<file path="src/rtl/hit_resolver_if.sv">
// Interface bundling the per-triangle result stream (in) and the closest-hit record (out).
interface hit_resolver_if #(
  parameter int T_W   = 32,
  parameter int ID_W  = 16,
  parameter int CNT_W = 16
);
  // result beat stream from the intersection unit
  logic             i_valid;
  logic             o_ready;
  logic             i_hit;
  logic             i_invalid;
  logic [T_W-1:0]   i_t;
  logic [ID_W-1:0]  i_tri_id;
  logic             i_last;
  // closest-hit record towards shading
  logic             o_valid;
  logic             i_ready;
  logic             o_hit;
  logic [T_W-1:0]   o_t;
  logic [ID_W-1:0]  o_tri_id;
  logic [CNT_W-1:0] o_tri_count;
  logic [CNT_W-1:0] o_inv_count;

  // resolver side
  modport slave (
    input  i_valid, i_hit, i_invalid, i_t, i_tri_id, i_last, i_ready,
    output o_ready, o_valid, o_hit, o_t, o_tri_id, o_tri_count, o_inv_count
  );

  // producer/consumer side
  modport master (
    output i_valid, i_hit, i_invalid, i_t, i_tri_id, i_last, i_ready,
    input  o_ready, o_valid, o_hit, o_t, o_tri_id, o_tri_count, o_inv_count
  );
endinterface

</file>
<file path="src/rtl/hit_resolver.sv">
// Closest-hit resolver: accumulates per-triangle results of one ray and
// presents a single registered nearest-hit record with valid/ready.
module hit_resolver #(
  parameter int                     T_W   = 32,
  parameter int                     ID_W  = 16,
  parameter int                     CNT_W = 16,
  parameter logic signed [T_W-1:0]  MIN_T = {T_W{1'b0}}
) (
  input  logic           i_clk,
  input  logic           i_rst,
  hit_resolver_if.slave  bus
);

  // "No hit" distance: largest positive signed value.
  localparam logic signed [T_W-1:0] T_NONE  = {1'b0, {(T_W-1){1'b1}}};
  localparam logic [CNT_W-1:0]      CNT_MAX = {CNT_W{1'b1}};
  localparam logic [CNT_W-1:0]      CNT_ONE = {{(CNT_W-1){1'b0}}, 1'b1};

  typedef enum logic [0:0] {
    ST_ACCUM = 1'b0,
    ST_OUT   = 1'b1
  } state_t;

  // Saturating increment: counters stick at all-ones instead of wrapping.
  function automatic logic [CNT_W-1:0] sat_inc(input logic [CNT_W-1:0] v);
    sat_inc = (v == CNT_MAX) ? v : (v + CNT_ONE);
  endfunction

  state_t                 r_state, w_state_nxt;
  logic signed [T_W-1:0]  r_best_t, w_best_t_nxt;
  logic [ID_W-1:0]        r_best_id, w_best_id_nxt;
  logic                   r_hit, w_hit_nxt;
  logic [CNT_W-1:0]       r_tri_cnt, w_tri_cnt_nxt;
  logic [CNT_W-1:0]       r_inv_cnt, w_inv_cnt_nxt;

  logic                   w_accept;
  logic                   w_qual;
  logic                   w_closer;

  assign w_accept = bus.i_valid & (r_state == ST_ACCUM);
  // Invalid (overflow / div-by-0) beats never qualify, even with i_hit set.
  assign w_qual   = bus.i_hit & ~bus.i_invalid & ($signed(bus.i_t) > MIN_T);
  // Strict compare keeps the earlier triangle on equal distance.
  assign w_closer = w_qual & ($signed(bus.i_t) < r_best_t);

  // Next-state and next best-hit/counter values.
  always_comb begin
    w_state_nxt   = r_state;
    w_best_t_nxt  = r_best_t;
    w_best_id_nxt = r_best_id;
    w_hit_nxt     = r_hit;
    w_tri_cnt_nxt = r_tri_cnt;
    w_inv_cnt_nxt = r_inv_cnt;
    case (r_state)
      ST_ACCUM: begin
        if (w_accept) begin
          w_tri_cnt_nxt = sat_inc(r_tri_cnt);
          if (bus.i_invalid) begin
            w_inv_cnt_nxt = sat_inc(r_inv_cnt);
          end else begin
            w_inv_cnt_nxt = r_inv_cnt;
          end
          if (w_closer) begin
            w_best_t_nxt  = $signed(bus.i_t);
            w_best_id_nxt = bus.i_tri_id;
            w_hit_nxt     = 1'b1;
          end else begin
            w_hit_nxt     = r_hit;
          end
          if (bus.i_last) begin
            w_state_nxt = ST_OUT;
          end else begin
            w_state_nxt = ST_ACCUM;
          end
        end else begin
          w_state_nxt = ST_ACCUM;
        end
      end
      ST_OUT: begin
        if (bus.i_ready) begin
          // Record consumed: start the next ray from a clean slate.
          w_state_nxt   = ST_ACCUM;
          w_best_t_nxt  = T_NONE;
          w_best_id_nxt = {ID_W{1'b0}};
          w_hit_nxt     = 1'b0;
          w_tri_cnt_nxt = {CNT_W{1'b0}};
          w_inv_cnt_nxt = {CNT_W{1'b0}};
        end else begin
          w_state_nxt   = ST_OUT;
        end
      end
      default: begin
        w_state_nxt   = ST_ACCUM;
        w_best_t_nxt  = T_NONE;
        w_best_id_nxt = {ID_W{1'b0}};
        w_hit_nxt     = 1'b0;
        w_tri_cnt_nxt = {CNT_W{1'b0}};
        w_inv_cnt_nxt = {CNT_W{1'b0}};
      end
    endcase
  end

  // State and best-hit registers; reset discards any partial ray.
  always_ff @(posedge i_clk) begin
    if (i_rst) begin
      r_state   <= ST_ACCUM;
      r_best_t  <= T_NONE;
      r_best_id <= {ID_W{1'b0}};
      r_hit     <= 1'b0;
      r_tri_cnt <= {CNT_W{1'b0}};
      r_inv_cnt <= {CNT_W{1'b0}};
    end else begin
      r_state   <= w_state_nxt;
      r_best_t  <= w_best_t_nxt;
      r_best_id <= w_best_id_nxt;
      r_hit     <= w_hit_nxt;
      r_tri_cnt <= w_tri_cnt_nxt;
      r_inv_cnt <= w_inv_cnt_nxt;
    end
  end

  // Outputs come straight from registers.
  assign bus.o_ready     = (r_state == ST_ACCUM);
  assign bus.o_valid     = (r_state == ST_OUT);
  assign bus.o_hit       = r_hit;
  assign bus.o_t         = r_best_t;
  assign bus.o_tri_id    = r_best_id;
  assign bus.o_tri_count = r_tri_cnt;
  assign bus.o_inv_count = r_inv_cnt;

endmodule
</file>
<file path="src/flat_wrapper.sv">
// flat-port wrapper written by rule: the top's interface ports become plain ports
module hit_resolver_flat 
#(
  parameter int                     T_W   = 32,
  parameter int                     ID_W  = 16,
  parameter int                     CNT_W = 16,
  parameter logic signed [T_W-1:0]  MIN_T = {T_W{1'b0}}
)
  (i_clk, i_rst, bus_i_valid, bus_i_hit, bus_i_invalid, bus_i_t, bus_i_tri_id, bus_i_last, bus_i_ready, bus_o_ready, bus_o_valid, bus_o_hit, bus_o_t, bus_o_tri_id, bus_o_tri_count, bus_o_inv_count);
  hit_resolver_if #(.T_W(T_W), .ID_W(ID_W), .CNT_W(CNT_W)) bus_i ();
  input  logic i_clk;
  input  logic i_rst;
  input wire logic [$bits(bus_i.i_valid)-1:0] bus_i_valid;
  input wire logic [$bits(bus_i.i_hit)-1:0] bus_i_hit;
  input wire logic [$bits(bus_i.i_invalid)-1:0] bus_i_invalid;
  input wire logic [$bits(bus_i.i_t)-1:0] bus_i_t;
  input wire logic [$bits(bus_i.i_tri_id)-1:0] bus_i_tri_id;
  input wire logic [$bits(bus_i.i_last)-1:0] bus_i_last;
  input wire logic [$bits(bus_i.i_ready)-1:0] bus_i_ready;
  output wire logic [$bits(bus_i.o_ready)-1:0] bus_o_ready;
  output wire logic [$bits(bus_i.o_valid)-1:0] bus_o_valid;
  output wire logic [$bits(bus_i.o_hit)-1:0] bus_o_hit;
  output wire logic [$bits(bus_i.o_t)-1:0] bus_o_t;
  output wire logic [$bits(bus_i.o_tri_id)-1:0] bus_o_tri_id;
  output wire logic [$bits(bus_i.o_tri_count)-1:0] bus_o_tri_count;
  output wire logic [$bits(bus_i.o_inv_count)-1:0] bus_o_inv_count;
  assign bus_i.i_valid = bus_i_valid;
  assign bus_i.i_hit = bus_i_hit;
  assign bus_i.i_invalid = bus_i_invalid;
  assign bus_i.i_t = bus_i_t;
  assign bus_i.i_tri_id = bus_i_tri_id;
  assign bus_i.i_last = bus_i_last;
  assign bus_i.i_ready = bus_i_ready;
  assign bus_o_ready = bus_i.o_ready;
  assign bus_o_valid = bus_i.o_valid;
  assign bus_o_hit = bus_i.o_hit;
  assign bus_o_t = bus_i.o_t;
  assign bus_o_tri_id = bus_i.o_tri_id;
  assign bus_o_tri_count = bus_i.o_tri_count;
  assign bus_o_inv_count = bus_i.o_inv_count;
  hit_resolver #(.T_W(T_W), .ID_W(ID_W), .CNT_W(CNT_W), .MIN_T(MIN_T)) u_core (.i_clk(i_clk), .i_rst(i_rst), .bus(bus_i));
endmodule
</file>
<file path="config.mk">
export PLATFORM = sky130hd
export DESIGN_NAME = hit_resolver_flat
export DESIGN_NICKNAME = d
export VERILOG_FILES = /design/src/rtl/hit_resolver_if.sv /design/src/rtl/hit_resolver.sv /design/src/flat_wrapper.sv
export SDC_FILE = /design/constraint.sdc
export NUM_CORES = 1
export LEC_CHECK = 0
export CORE_MARGIN = 5
export CORE_UTILIZATION = 35
export DETAILED_ROUTE_END_ITERATION = 16
export MAX_ROUTING_LAYER = met4
export SETUP_SLACK_MARGIN = 0.2
export SLEW_MARGIN = 20
export SYNTH_ARGS = -nofsm -noshare
export SYNTH_HDL_FRONTEND = slang
export SYNTH_SLANG_ARGS = --single-unit
</file>
<file path="constraint.sdc">
create_clock -name i_clk -period 3.4 [get_ports i_clk]
set_input_delay 0.68 -clock i_clk [delete_from_list [all_inputs] [get_ports i_clk]]
set_output_delay 0.68 -clock i_clk [all_outputs]
set_load 0.005 [all_outputs]
</file>
==> run metrics <==
status finished clean; MaxCap Viol Count 0; Netlist cell types 37; max_slew headroom approximately a third; GRT overflow 0; setup TNS 0 ps; sw frac 23.3%; Achievable Freq about 340 MHz; R2R setup slack between 800 and 900 ps; DP Area between 5000 and 6000 um^2; Clk pin slew, worst setup/hold paths roughly 60 ps; RSZ-0062 raised after global routing false; first-pass GRT wire length between 20 and 25 mm; Post-synth top flop dfxtp_1; RD Place Congestion about 0.82; I/O Pins 138; P_int around 1600 uW; Die X ~120 um; fraction of layout cells with a size suffix above 1 approximately 4.0%; Synth Warn # 0; Hold EP u_core.bus.o_tri_id[7]; Hold-fix buffers, CTS 0; FP Rows 40; CP startpoint kind input pin; CP Cell Sequence clkdlybuf4s50_1 > ha_1 > nand4_1 > nor3_1 > a32oi_1 > a211oi_1 > a31o_2 > buf_4 > mux2i_1; Buf/Inv on CP 2; Util after Layout approximately half; Reg-to-Reg End u_core.bus.o_tri_id[5]; Leak between 0.002 and 0.0025 uW; Slew @ Worst Pin between 900 and 1000 ps; area of the core about 12000 um^2; CTS buffer count 9; CP Max Fanout 21; Non-Filler Cell Area, Final 6170 um^2; root buffer cell clkbuf_16; clk sink count 82; initial antenna violation count 0; number of synthesized register bits ~80; Worst-Skew Late Latency 330 ps; Cells after Synth 523; Die Y roughly 120 um; depth of the worst hold-timing path 2; worst-path cell with the longest stage delay clkdlybuf4s50_1; Pwr per Cell Area around 350 nW/um^2; Synth async-reset ratio 0%; Setup Fix Bufs, Post-CTS 0; largest net degree at the start of global routing 37; worst endpoint required time about 3700 ps; Area Growth Syn to Fin 40.8%; area of the mapped netlist about 4400 um^2; Flop pwr share between 40% and 50%; DR WL/cell around 15 um; hold slack roughly 470 ps; setup slack after layout 424 ps; final hold violations 0; Worst Setup Path Type in -> reg; clock network fraction of design power 43.1%; CTS H-tree lvls 3; port buffer count around 140; total number of vias ~4k; CTS tree done; CP top delay family buffers and inverters; dpl hpwl approximately 9.7 mm; Initial DRC Count approximately 190; antenna cells 0; final slew viol count 0; Net Count, Synth around 610; CP Capture Type flop; Routed Antenna Nets 0; number of synthesized flops with an enable pin 0; clk buf depth 2; final setup vio count 0; P_sw around 500 uW; Total Nets Final between 700 and 800; worst path arrival time roughly 3200 ps; Die Area about 15000 um^2; power share of the combinational group 10.9%; drt pass-1 iters 4; PostCTS Resize Cnt 0; Seq/Total Area, Yosys around 37%; HP Start u_core.bus.o_tri_id[7]; vias in the first global route around 4.1k; Setup Skew roughly 8.7 ps; Mapped Avg Cell Area between 8 and 9 um^2; Final Routed Wirelength about 13 mm; Tmin final roughly 3000 ps; Initial Utilization a little over a third; number of remaining DRC errors 0; final period utilization just under 90%; Tot GR Track Use approximately 17%; r2r startpoint u_core.bus.o_t[31]; Worst VDD drop between 200 and 250 uV; R2R depth 9; dpl ws between 80 and 90 ps; max incr delay on CP 470 ps; fillcell total 1168; HP Class reg -> reg; Vias/cell between 4 and 5
## layer usage
metal  GRT usage [%]  share of wire, %  vias to the layer above
li1                -                 -                     2050
met1            23.6                48                     1877
met2            26.4                46                       94
met3            3.44               5.0                       12
met4            5.18               1.2                        0
met5               -                 0                        -
## cell families (layout without fill, tap and decap cells)
logic type	Yosys count	count (layout)	share of synthesized area, %
buffers and inverters	60	193	5.71
multiplexers	47	47	10.7
adder cells (fa/ha/maj)	33	33	9.42
AND/OR/NAND/NOR	212	212	22.2
AO/OA/AOI/OAI	64	64	9.48
XOR/XNOR	25	25	4.99
flip-flops	82	82	37.4
## registers in the layout, indices dropped and copies added (netlist names)
name	cells
u_core.bus.o_hit	1
u_core.bus.o_inv_count	16
u_core.bus.o_t	32
u_core.bus.o_tri_count	16
u_core.bus.o_tri_id	16
u_core.bus.o_valid	1
## synthesized netlist by cell type (all sizes together) (12+ instances only)
| master | instances | share of area, % |
|---|---|---|
| mux2i | 47 | 11 |
| nor2 | 97 | 8.3 |
| nand2 | 42 | 3.6 |
| nand2b | 20 | 2.9 |
| inv | 36 | 3.1 |
| a21oi | 26 | 3.0 |
| ha | 33 | 9.4 |
| dfxtp | 82 | 37 |
| xor2 | 15 | 3.0 |
| clkbuf | 19 | 1.6 |
| nand3 | 12 | 1.4 |
## worst max path at each step
stage                start                       to  slack, ps  cells after the start
5_1_grt        bus_i_t[31]  u_core.bus.o_tri_id[15]        240                      9
2_1_floorplan  bus_i_t[11]       u_core.bus.o_t[17]        750                     10
3_5_place_dp   bus_i_t[31]   u_core.bus.o_tri_id[2]         90                      9
6_report       bus_i_t[31]   u_core.bus.o_tri_id[5]        420                      9
4_1_cts        bus_i_t[31]   u_core.bus.o_tri_id[2]        430                      9
3_3_place_gp   bus_i_t[17]  u_core.bus.o_tri_id[14]        230                      9
## worst register-to-register path: cells and delay by family, from the launching register on
kind	cells	cell delay (ps)
and+or+nand+nor	2	460
buffers and inverters	2	400
muxes	1	250
adders and majority gates	1	330
DFF	1	320
AOI/OAI and AO/OA	3	680
## per-stage QoR
step	total power (uW)	instances
final	2140	824
after global routing	2230	824
after CTS	2160	824
after detailed placement	1240	810
after global placement	1230	810
after floorplan	1110	523
## power groups by stage
stage | Sequential (uW) | Clock [uW] | Combinational, uW
after floorplan | 1000 | 0 | 102
after global placement | 1010 | 0 | 230
after detailed placement | 1010 | 0 | 233
after CTS | 984 | 944 | 235
after global routing | 985 | 985 | 257
final | 984 | 921 | 233
## layout by cell type (no fill, tap or decap), types with 4 or more instances in the layout
master and n:
buf_4 6, xor2_1 15, nor4_1 10, mux2i_1 47, dfxtp_1 82, nand4_1 9, or3_1 4, nor2_1 97
nand3_1 12, a21oi_1 26, xnor2_1 10, nand2_1 42, ha_1 33, clkdlybuf4s50_1 136, clkbuf_16 9, o21ai_0 8
and3_1 6, inv_1 36, nand2b_1 19, a211oi_1 4, o2111ai_1 9
## cell type report
cell class	count	area [um^2]	share of cell area, %
clock buffers	13	270	4.38
clock inverters	1	8.76	0.142
inverters	36	135	2.19
multi-input cells	381	2490	40.4
flip-flops and latches	82	1640	26.6
well taps	168	210	3.41
repair buffers	143	1410	22.9
(Power assumes the default switching activity.)
